[src/rtl/bullet_ctrl_if.sv]
// bullet_ctrl_if: raster/pixel bus between the video timing + map side (master) and bullet_ctrl (slave).
//   display_enable_i, hpos_i, vpos_i, frame_tick_i, all_hard_block_i : raster and map info into the bullet
//   bullet_collide_o, bullet_enable_o, bullet_{blue,green,red}_o      : bullet pixel results out
interface bullet_ctrl_if #(parameter int COLOR_BITS = 24);
  logic                    display_enable_i;
  logic [9:0]              hpos_i;
  logic [9:0]              vpos_i;
  logic                    frame_tick_i;
  logic                    all_hard_block_i;
  logic                    bullet_collide_o;
  logic                    bullet_enable_o;
  logic [COLOR_BITS/3-1:0] bullet_blue_o;
  logic [COLOR_BITS/3-1:0] bullet_green_o;
  logic [COLOR_BITS/3-1:0] bullet_red_o;
  modport master (
    output display_enable_i, hpos_i, vpos_i, frame_tick_i, all_hard_block_i,
    input  bullet_collide_o, bullet_enable_o, bullet_blue_o, bullet_green_o, bullet_red_o
  );
  modport slave (
    input  display_enable_i, hpos_i, vpos_i, frame_tick_i, all_hard_block_i,
    output bullet_collide_o, bullet_enable_o, bullet_blue_o, bullet_green_o, bullet_red_o
  );
endinterface

[src/rtl/bullet_ctrl.sv]
// bullet_ctrl: single tank bullet FSM (fire, fly, hit-detect, brick erase pulse, optional explosion via BULLET_EXPLODE_EN).
//   clk_i, reset_i (sync, active-high) ; fire_i, dir_i, tank_x_i, tank_y_i : player/tank inputs
//   bullet_active_o : bullet in FLY or HIT ; bus (bullet_ctrl_if.slave) : raster in, pixel/collide out
module bullet_ctrl #(
  parameter int COLOR_BITS  = 24,
  parameter int BULLET_SIZE = 4,
  parameter int SPEED       = 4
) (
  input  logic       clk_i,
  input  logic       reset_i,
  input  logic       fire_i,
  input  logic [1:0] dir_i,
  input  logic [9:0] tank_x_i,
  input  logic [9:0] tank_y_i,
  output logic       bullet_active_o,
  bullet_ctrl_if.slave bus
);
  typedef enum logic [1:0] {IDLE, FLY, HIT, EXPLODE} state_t;
  state_t     r_state, w_state_n;
  logic [9:0] r_bx, r_by, w_bx_n, w_by_n;
  logic [1:0] r_bdir, w_bdir_n;
  logic       r_hit, w_hit_n;
  logic       w_in_box, w_hit, w_off, w_draw;
  logic [9:0] w_bx_end, w_by_end, w_bx_mv, w_by_mv;
  assign w_bx_end = r_bx + 10'(BULLET_SIZE);
  assign w_by_end = r_by + 10'(BULLET_SIZE);
  assign w_in_box = bus.hpos_i >= r_bx && bus.hpos_i < w_bx_end && bus.vpos_i >= r_by && bus.vpos_i < w_by_end;
  assign w_hit    = r_hit | (r_state == FLY && bus.display_enable_i && w_in_box && bus.all_hard_block_i);
  // exit when the step would leave the 640x480 visible area
  assign w_off = r_bdir == 2'b00 ? r_by < 10'(SPEED) :
                 r_bdir == 2'b01 ? {1'b0, r_bx} + 11'(SPEED + BULLET_SIZE) > 11'd640 :
                 r_bdir == 2'b10 ? {1'b0, r_by} + 11'(SPEED + BULLET_SIZE) > 11'd480 :
                                   r_bx < 10'(SPEED);
  assign w_bx_mv = r_bdir == 2'b01 ? r_bx + 10'(SPEED) : r_bdir == 2'b11 ? r_bx - 10'(SPEED) : r_bx;
  assign w_by_mv = r_bdir == 2'b10 ? r_by + 10'(SPEED) : r_bdir == 2'b00 ? r_by - 10'(SPEED) : r_by;
`ifdef BULLET_EXPLODE_EN
  logic [2:0] r_cnt, w_cnt_n;
  logic       w_ex_box;
  logic [10:0] w_cx, w_cy;
  // 8x8 box centred on the bullet, offset by +4 on both sides so it never underflows near the edges
  assign w_cx     = {1'b0, r_bx} + 11'(BULLET_SIZE / 2);
  assign w_cy     = {1'b0, r_by} + 11'(BULLET_SIZE / 2);
  assign w_ex_box = {1'b0, bus.hpos_i} + 11'd4 >= w_cx && {1'b0, bus.hpos_i} + 11'd4 < w_cx + 11'd8 &&
                    {1'b0, bus.vpos_i} + 11'd4 >= w_cy && {1'b0, bus.vpos_i} + 11'd4 < w_cy + 11'd8;
  assign w_draw   = bus.display_enable_i && (r_state == EXPLODE ? w_ex_box : r_state == FLY && w_in_box);
  assign bus.bullet_blue_o  = (w_draw && r_state == FLY) ? '1 : '0;
  assign bus.bullet_green_o = (w_draw && r_state == FLY) ? '1 : '0;
`else
  assign w_draw   = bus.display_enable_i && r_state == FLY && w_in_box;
  assign bus.bullet_blue_o  = w_draw ? '1 : '0;
  assign bus.bullet_green_o = w_draw ? '1 : '0;
`endif
  assign bus.bullet_red_o     = w_draw ? '1 : '0;
  assign bus.bullet_enable_o  = w_draw;
  assign bus.bullet_collide_o = r_state == HIT && bus.display_enable_i && w_in_box;
  assign bullet_active_o      = r_state == FLY || r_state == HIT;
  always_comb begin
    w_state_n = r_state;
    w_bx_n    = r_bx;
    w_by_n    = r_by;
    w_bdir_n  = r_bdir;
    w_hit_n   = bus.frame_tick_i ? 1'b0 : w_hit;
`ifdef BULLET_EXPLODE_EN
    w_cnt_n   = r_cnt;
`endif
    if (bus.frame_tick_i)
      case (r_state)
        IDLE: if (fire_i) begin
          w_state_n = FLY;
          w_bx_n    = tank_x_i + 10'(16 - BULLET_SIZE / 2);
          w_by_n    = tank_y_i + 10'(16 - BULLET_SIZE / 2);
          w_bdir_n  = dir_i;
        end
        FLY: if (w_hit) w_state_n = HIT;
          else if (w_off) w_state_n = IDLE;
          else begin
            w_bx_n = w_bx_mv;
            w_by_n = w_by_mv;
          end
`ifdef BULLET_EXPLODE_EN
        HIT: begin
          w_state_n = EXPLODE;
          w_cnt_n   = 3'd7;
        end
        EXPLODE: begin
          w_state_n = r_cnt == 3'd0 ? IDLE : EXPLODE;
          w_cnt_n   = r_cnt == 3'd0 ? 3'd0 : r_cnt - 3'd1;
        end
`endif
        default: w_state_n = IDLE;
      endcase
  end
  always_ff @(posedge clk_i) begin
    if (reset_i) begin
      r_state <= IDLE;
      r_bx    <= '0;
      r_by    <= '0;
      r_bdir  <= '0;
      r_hit   <= 1'b0;
    end else begin
      r_state <= w_state_n;
      r_bx    <= w_bx_n;
      r_by    <= w_by_n;
      r_bdir  <= w_bdir_n;
      r_hit   <= w_hit_n;
    end
  end
`ifdef BULLET_EXPLODE_EN
  always_ff @(posedge clk_i) r_cnt <= reset_i ? 3'd0 : w_cnt_n;
`endif
endmodule

[src/flat_wrapper.sv]
// flat-port wrapper written by rule: the top's interface ports become plain ports
module bullet_ctrl_flat 
#(
  parameter int COLOR_BITS  = 24,
  parameter int BULLET_SIZE = 4,
  parameter int SPEED       = 4
)
  (clk_i, reset_i, fire_i, dir_i, tank_x_i, tank_y_i, bullet_active_o, bus_display_enable_i, bus_hpos_i, bus_vpos_i, bus_frame_tick_i, bus_all_hard_block_i, bus_bullet_collide_o, bus_bullet_enable_o, bus_bullet_blue_o, bus_bullet_green_o, bus_bullet_red_o);
  bullet_ctrl_if #(.COLOR_BITS(COLOR_BITS)) bus_i ();
  input  logic clk_i;
  input  logic reset_i;
  input  logic fire_i;
  input  logic [1:0] dir_i;
  input  logic [9:0] tank_x_i;
  input  logic [9:0] tank_y_i;
  output logic bullet_active_o;
  input wire logic [$bits(bus_i.display_enable_i)-1:0] bus_display_enable_i;
  input wire logic [$bits(bus_i.hpos_i)-1:0] bus_hpos_i;
  input wire logic [$bits(bus_i.vpos_i)-1:0] bus_vpos_i;
  input wire logic [$bits(bus_i.frame_tick_i)-1:0] bus_frame_tick_i;
  input wire logic [$bits(bus_i.all_hard_block_i)-1:0] bus_all_hard_block_i;
  output wire logic [$bits(bus_i.bullet_collide_o)-1:0] bus_bullet_collide_o;
  output wire logic [$bits(bus_i.bullet_enable_o)-1:0] bus_bullet_enable_o;
  output wire logic [$bits(bus_i.bullet_blue_o)-1:0] bus_bullet_blue_o;
  output wire logic [$bits(bus_i.bullet_green_o)-1:0] bus_bullet_green_o;
  output wire logic [$bits(bus_i.bullet_red_o)-1:0] bus_bullet_red_o;
  assign bus_i.display_enable_i = bus_display_enable_i;
  assign bus_i.hpos_i = bus_hpos_i;
  assign bus_i.vpos_i = bus_vpos_i;
  assign bus_i.frame_tick_i = bus_frame_tick_i;
  assign bus_i.all_hard_block_i = bus_all_hard_block_i;
  assign bus_bullet_collide_o = bus_i.bullet_collide_o;
  assign bus_bullet_enable_o = bus_i.bullet_enable_o;
  assign bus_bullet_blue_o = bus_i.bullet_blue_o;
  assign bus_bullet_green_o = bus_i.bullet_green_o;
  assign bus_bullet_red_o = bus_i.bullet_red_o;
  bullet_ctrl #(.COLOR_BITS(COLOR_BITS), .BULLET_SIZE(BULLET_SIZE), .SPEED(SPEED)) u_core (.clk_i(clk_i), .reset_i(reset_i), .fire_i(fire_i), .dir_i(dir_i), .tank_x_i(tank_x_i), .tank_y_i(tank_y_i), .bullet_active_o(bullet_active_o), .bus(bus_i));
endmodule
[config.mk]
export PLATFORM = sky130hd
export DESIGN_NAME = bullet_ctrl_flat
export DESIGN_NICKNAME = d
export VERILOG_FILES = /design/src/rtl/bullet_ctrl_if.sv /design/src/rtl/bullet_ctrl.sv /design/src/flat_wrapper.sv
export SDC_FILE = /design/constraint.sdc
export NUM_CORES = 1
export LEC_CHECK = 0
export ABC_AREA = 1
export ABC_CLOCK_PERIOD_IN_PS = 9950
export BUFFER_PORTS_ARGS = -buffer_cell sky130_fd_sc_hd__buf_4
export CAP_MARGIN = 20
export CORE_MARGIN = 4
export CORE_UTILIZATION = 61
export CTS_CLUSTER_SIZE = 12
export DETAILED_ROUTE_END_ITERATION = 8
export GPL_TIMING_DRIVEN = 1
export MAX_ROUTING_LAYER = met4
export PLACE_DENSITY = 0.95
export SLEW_MARGIN = 10
export SYNTH_ARGS = -nofsm -noshare
export SYNTH_HDL_FRONTEND = slang
export SYNTH_SLANG_ARGS = --single-unit
[constraint.sdc]
create_clock -name clk_i -period 9.95 [get_ports clk_i]
set_clock_uncertainty 0.05 [all_clocks]
set_input_delay 1.99 -clock clk_i [delete_from_list [all_inputs] [get_ports clk_i]]
set_output_delay 1.99 -clock clk_i [all_outputs]
set_load 0.005 [all_outputs]
* After elaboration in Yosys (flattened, before gate mapping)
Cells that the tools add are included.
** Word-level totals
- Output and inout bits :: 27
- Bits in latches :: 0
- Word-level logic and storage cells :: 70
- Input bits :: 48
- Memory bits (read-only) :: 0
- Flip-flop bits (word level) :: 25
- Memory bits (writable) :: 0
- Memories kept :: 0
** Cells by class
- Divide/modulo/power cells :: 0
- Reductions and logical operators :: 17
- Order comparisons :: 8
- Shifts and indexed selects :: 0
- Bitwise logic cells :: 1
- Multiplexer cells :: 20
- Eq/ne operators :: 11
- $mul :: 0
- Add/subtract/negate cells :: 8
** Operators by type and width (number)
- 2-to-1 mux 10 bit :: 10
- one-hot mux 10 bit (2 select lines) :: 2
- adder 10 x 4 -> 11 bit, second input constant :: 2
- adder 10 x 3 -> 10 bit, second input constant :: 2
- adder 10 x 4 -> 10 bit, second input constant :: 2
- greater-or-equal comparator 10 bit :: 2
- < comparator 10 bit :: 2
- < comparator 10 x 3 -> 1 bit, second input constant :: 2
- subtractor 10 x 3 -> 10 bit, second input constant :: 2
- AND reduction 6 bit :: 2
- greater-than comparator 11 x 10 -> 1 bit, second input constant :: 1
- greater-than comparator 11 x 9 -> 1 bit, second input constant :: 1
- != test 3 x 1 -> 1 bit, second input constant :: 3
- logical AND 1 bit :: 8
- 2-to-1 mux 8 bit :: 1
- equality test 2 bit, second input constant :: 3
- 2-to-1 mux 2 bit :: 3
- != test 2 bit, second input constant :: 3
- AND reduction 3 bit :: 2
- equality test 2 x 1 -> 1 bit, second input constant :: 2
- zero test 2 bit :: 2
- one-hot mux 2 bit (2 select lines) :: 1
- 2-to-1 mux 1 bit :: 3
- nonzero test 2 bit :: 1
- 3 further kinds :: 3

* Logic depth before layout (Yosys ltp)
- Word-level depth :: 10
- Gate-level depth with buffers :: 24
- Gate-level depth less buffers :: 23

* Worst setup path before layout
OpenSTA, ideal clock, no wires.
- Kind :: input-to-output
- Start point :: input port bus_hpos_i[9]
- End point :: output port bus_bullet_blue_o[0]
- Required time :: 7.910 ns
- Setup slack :: 3.514 ns
- Stages on the path :: 8
- Arrival :: 4.396 ns
- Cell sequence :: ha_1 > a21o_1 > nor2_1 > nand2_1 > nor2_1 > nand3_1 > nor3_1 > buf_4
** Between the ends
- Cells in the longest elaborated chain, start to end :: 6
- Elaborated cells on any way between the ends :: 7
** Ends and longest elaborated chain
- start, declared :: RTL line flat_wrapper.sv:18 : input wire logic [$bits(bus_i.hpos_i)-1:0] bus_hpos_i;
- greater-or-equal comparator 10 bit / < comparator 10 bit (equally long branches) :: RTL line bullet_ctrl.sv:27 : assign w_in_box = bus.hpos_i >= r_bx && bus.hpos_i < w_bx_end && bus.vpos_i >= r_by && bus.vpos_i < w_by_end;
- logical AND 1 bit * (3 in series) :: RTL line bullet_ctrl.sv:27
- logical AND 1 bit * :: RTL line bullet_ctrl.sv:49 : assign w_draw = bus.display_enable_i && r_state == FLY && w_in_box;
- via bus_bullet_enable_o :: RTL line flat_wrapper.sv:23 : output wire logic [$bits(bus_i.bullet_enable_o)-1:0] bus_bullet_enable_o;
- 2-to-1 mux 8 bit * :: RTL line bullet_ctrl.sv:50 : assign bus.bullet_blue_o = w_draw ? '1 : '0;
- end, declared :: RTL line flat_wrapper.sv:24 : output wire logic [$bits(bus_i.bullet_blue_o)-1:0] bus_bullet_blue_o;
Mark *: on every way through the listed nets, which the timed path passes. The rest lies on a longest branch.

* Worst setup path after layout
- Start point :: input port bus_vpos_i[9]
- End point :: output port bus_bullet_blue_o[6]
** Between the ends
- Cells in the longest elaborated chain, start to end :: 5
- Elaborated cells on any way between the ends :: 6
** Ends and longest elaborated chain
- start, declared :: RTL line flat_wrapper.sv:19 : input wire logic [$bits(bus_i.vpos_i)-1:0] bus_vpos_i;
- greater-or-equal comparator 10 bit :: RTL line bullet_ctrl.sv:27
- logical AND 1 bit :: RTL line bullet_ctrl.sv:27
- logical AND 1 bit * :: RTL line bullet_ctrl.sv:27
- logical AND 1 bit * :: RTL line bullet_ctrl.sv:49
- 2-to-1 mux 8 bit * :: RTL line bullet_ctrl.sv:50
Every way passes the cells marked *; elsewhere a longest branch is shown, timed or not.

==> results.yml <==
yosys:
  ys_types: 36
  synth_area_mm2: 0.003457
  synth_nets: 655
  ys_ff_latch: 25
  syn_inst: 554
  yosysTopAreaCellShare: 0.1918
  yosys.area.top_type: "ha_1"
  synth_common_cells: "nand2_1, nor2_1, inv_1"
  synthArstFlopShare: 0
  synth.most_common_cell: "nand2_1"
  synth-edff-count: 0
  avgSynthCellArea_um2: 6.240
  synthTopCellsByArea: "ha_1, dfxtp_1, nand2_1"
  yosysWarnings: 0
  synth_flop_cell: "dfxtp_1"
  yosysSeqAreaShare: 0.1448
drt:
  antenna_left: 0
  wl_per_cell_um: 13.22
  drt-pass1-iter-count: 5
  viasPerCell: 5.370
  wl_um: 8856
  route.detailed.drc: 0
  drt_iter0_drc: 199
  vias: 3598
clock_network:
  cts.path.max_buffers: 2
  h-tree-depth: 1
  clk_latency_ps: 280
  cts.clk_slew.worst_paths_ps: 100
  cts_resized: 0
  cts_buffers: 3
  cts_hold_buf: 0
  cts_tree: "yes"
  cts_setup_buffers: 0
  clock_sinks: 25
  root_buffer: "clkbuf_8"
final_layout:
  finalNonFillerCells: 670
  layout.nets: 700
  postLayoutCoreUtil: 0.7130
  num_antenna_cells: 0
  drive_gt1_frac: 0.1522
  stdcell_area_mm2: 0.003926
  areaGrowthSynthToFinish_pct: 13.57
grt:
  gr-total-overflow: 0
  grt_pass1_vias: 3477
  grt_usage: 0.2585
  grt_max_degree: 28
  grt_antenna_before_repair: 0
  grt_pass1_wl_um: 14900
floorplan:
  pin_count: 75
  core_area_mm2: 0.005507
  die_h_um: 83.28
  start_util: 0.6278
  num_rows: 27
  die_area_mm2: 0.006936
  die_w_um: 83.28
run_status:
  status: "finished clean"
sta:
  max-slew-margin-rel: 0.5310
  fin_crit_ps: 5863
  tightest_slew_ps: 702.8
  whs_ps: 435.8
  slew_violations: 0
  fin_tns_setup_ps: 0
  hold_viol_final: 0
  finalCritPeriodShare: 0.5892
  fmaxAchievable_mhz: 170.6
  finalSetupViolations: 0
  rsz0062_at_grt: "false"
setup_path:
  ff2ff_setup_slack_ps: 6370
  crit_arrival_ps: 3820
  required_ps: 7910
  start_kind: "primary input"
  cp_max_fo: 20
  crit_type: "in2out"
  end_kind: "output port"
power:
  power_leakage_nw: 2.032
  powerDensity_mw_per_mm2: 96.11
  ir_drop_mv: 0.05774
place:
  numPortBuffers: 74
  detailed_place_hpwl_um: 7207
  gp_congestion: 0.9615
  place_area_mm2: 0.003877
  dp_cells: 666
hold_path:
  hold_path.class: "reg2reg"
flow_run:
  drv_cap: 0
worst paths after layout:
check	from	to	cells after the start
max reg2reg	u_core.r_bx[4]	u_core.r_by[7]	22
min	u_core.r_state[0]	u_core.r_state[0]	2
min reg2reg	u_core.r_state[0]	u_core.r_state[0]	2
max	bus_vpos_i[9]	bus_bullet_blue_o[6]	10
sequential cells by signal, indices dropped and copies added, names as in the netlist:
signal,count
u_core.r_bdir,2
u_core.r_bx,10
u_core.r_by,10
u_core.r_hit,1
u_core.r_state,2
worst max-delay path, cell delays in order:
cell	delay, ps
buf_4	120
ha_1	300
nand2_1	80
nor2_1	160
nand3_1	100
nand3_1	120
nand3_1	140
nor3_2	370
buf_4	300
buf_4	150
report_power, final:
part	total, mW	internal [mW]	switching [mW]
logic	0.190	0.0772	0.113
registers	0.122	0.109	0.0127
clock network	0.0655	0.0285	0.0369
per-stage QoR:
step	worst slack, ps	total power, mW
floorplan	3514	0.2581
global placement	3746	0.3020
detailed placement	4093	0.3103
CTS	4087	0.3743
global route	3946	0.4102
finish	4087	0.3774
kinds of logic (layout without fill, tap and decap cells):
logic type / count (synthesis) / count (layout) / share of synthesized area
adders and majority gates: 53 / 53 / 0.1918
and+or+nand+nor: 263 / 263 / 0.3225
xor gates and xnor gates: 29 / 29 / 0.07347
AOI/OAI and AO/OA: 78 / 78 / 0.1205
buffers and inverters: 106 / 150 / 0.1469
DFF: 25 / 25 / 0.1448
area by class of cell:
class / count / area [µm²]
timing repair buffer: 76 / 570.5
clock inverter: 1 / 7.507
clock buffer: 3 / 41.29
inverter: 70 / 262.8
tap: 72 / 90.09
sequential: 25 / 500.5
fill: 473 / 1580
multi-input combinational: 423 / 2454
layout by cell type (no fill, tap or decap), types with 2 or more instances in the layout:
master	count
a21o_1	3
dfxtp_1	25
a31oi_1	2
xnor2_1	6
nand2_1	124
and2_1	2
xor2_1	23
inv_2	5
nand4_1	7
nor2_1	81
nor3b_1	2
nand3_4	2
buf_4	76
nand3_1	30
a21oi_1	34
o22ai_1	3
clkbuf_8	3
ha_1	53
o21ai_0	31
nor3_1	8
inv_1	64
routing by layer:
| layer | global-route usage | vias up | share of wire |
|---|---|---|---|
| li1 | - | 1842 | - |
| met1 | 0.2830 | 1618 | 0.40 |
| met2 | 0.4862 | 123 | 0.53 |
| met3 | 0.02480 | 15 | 0.052 |
| met4 | 0.08321 | 0 | 0.022 |
| met5 | - | - | 0 |
(Power assumes the default switching activity.)
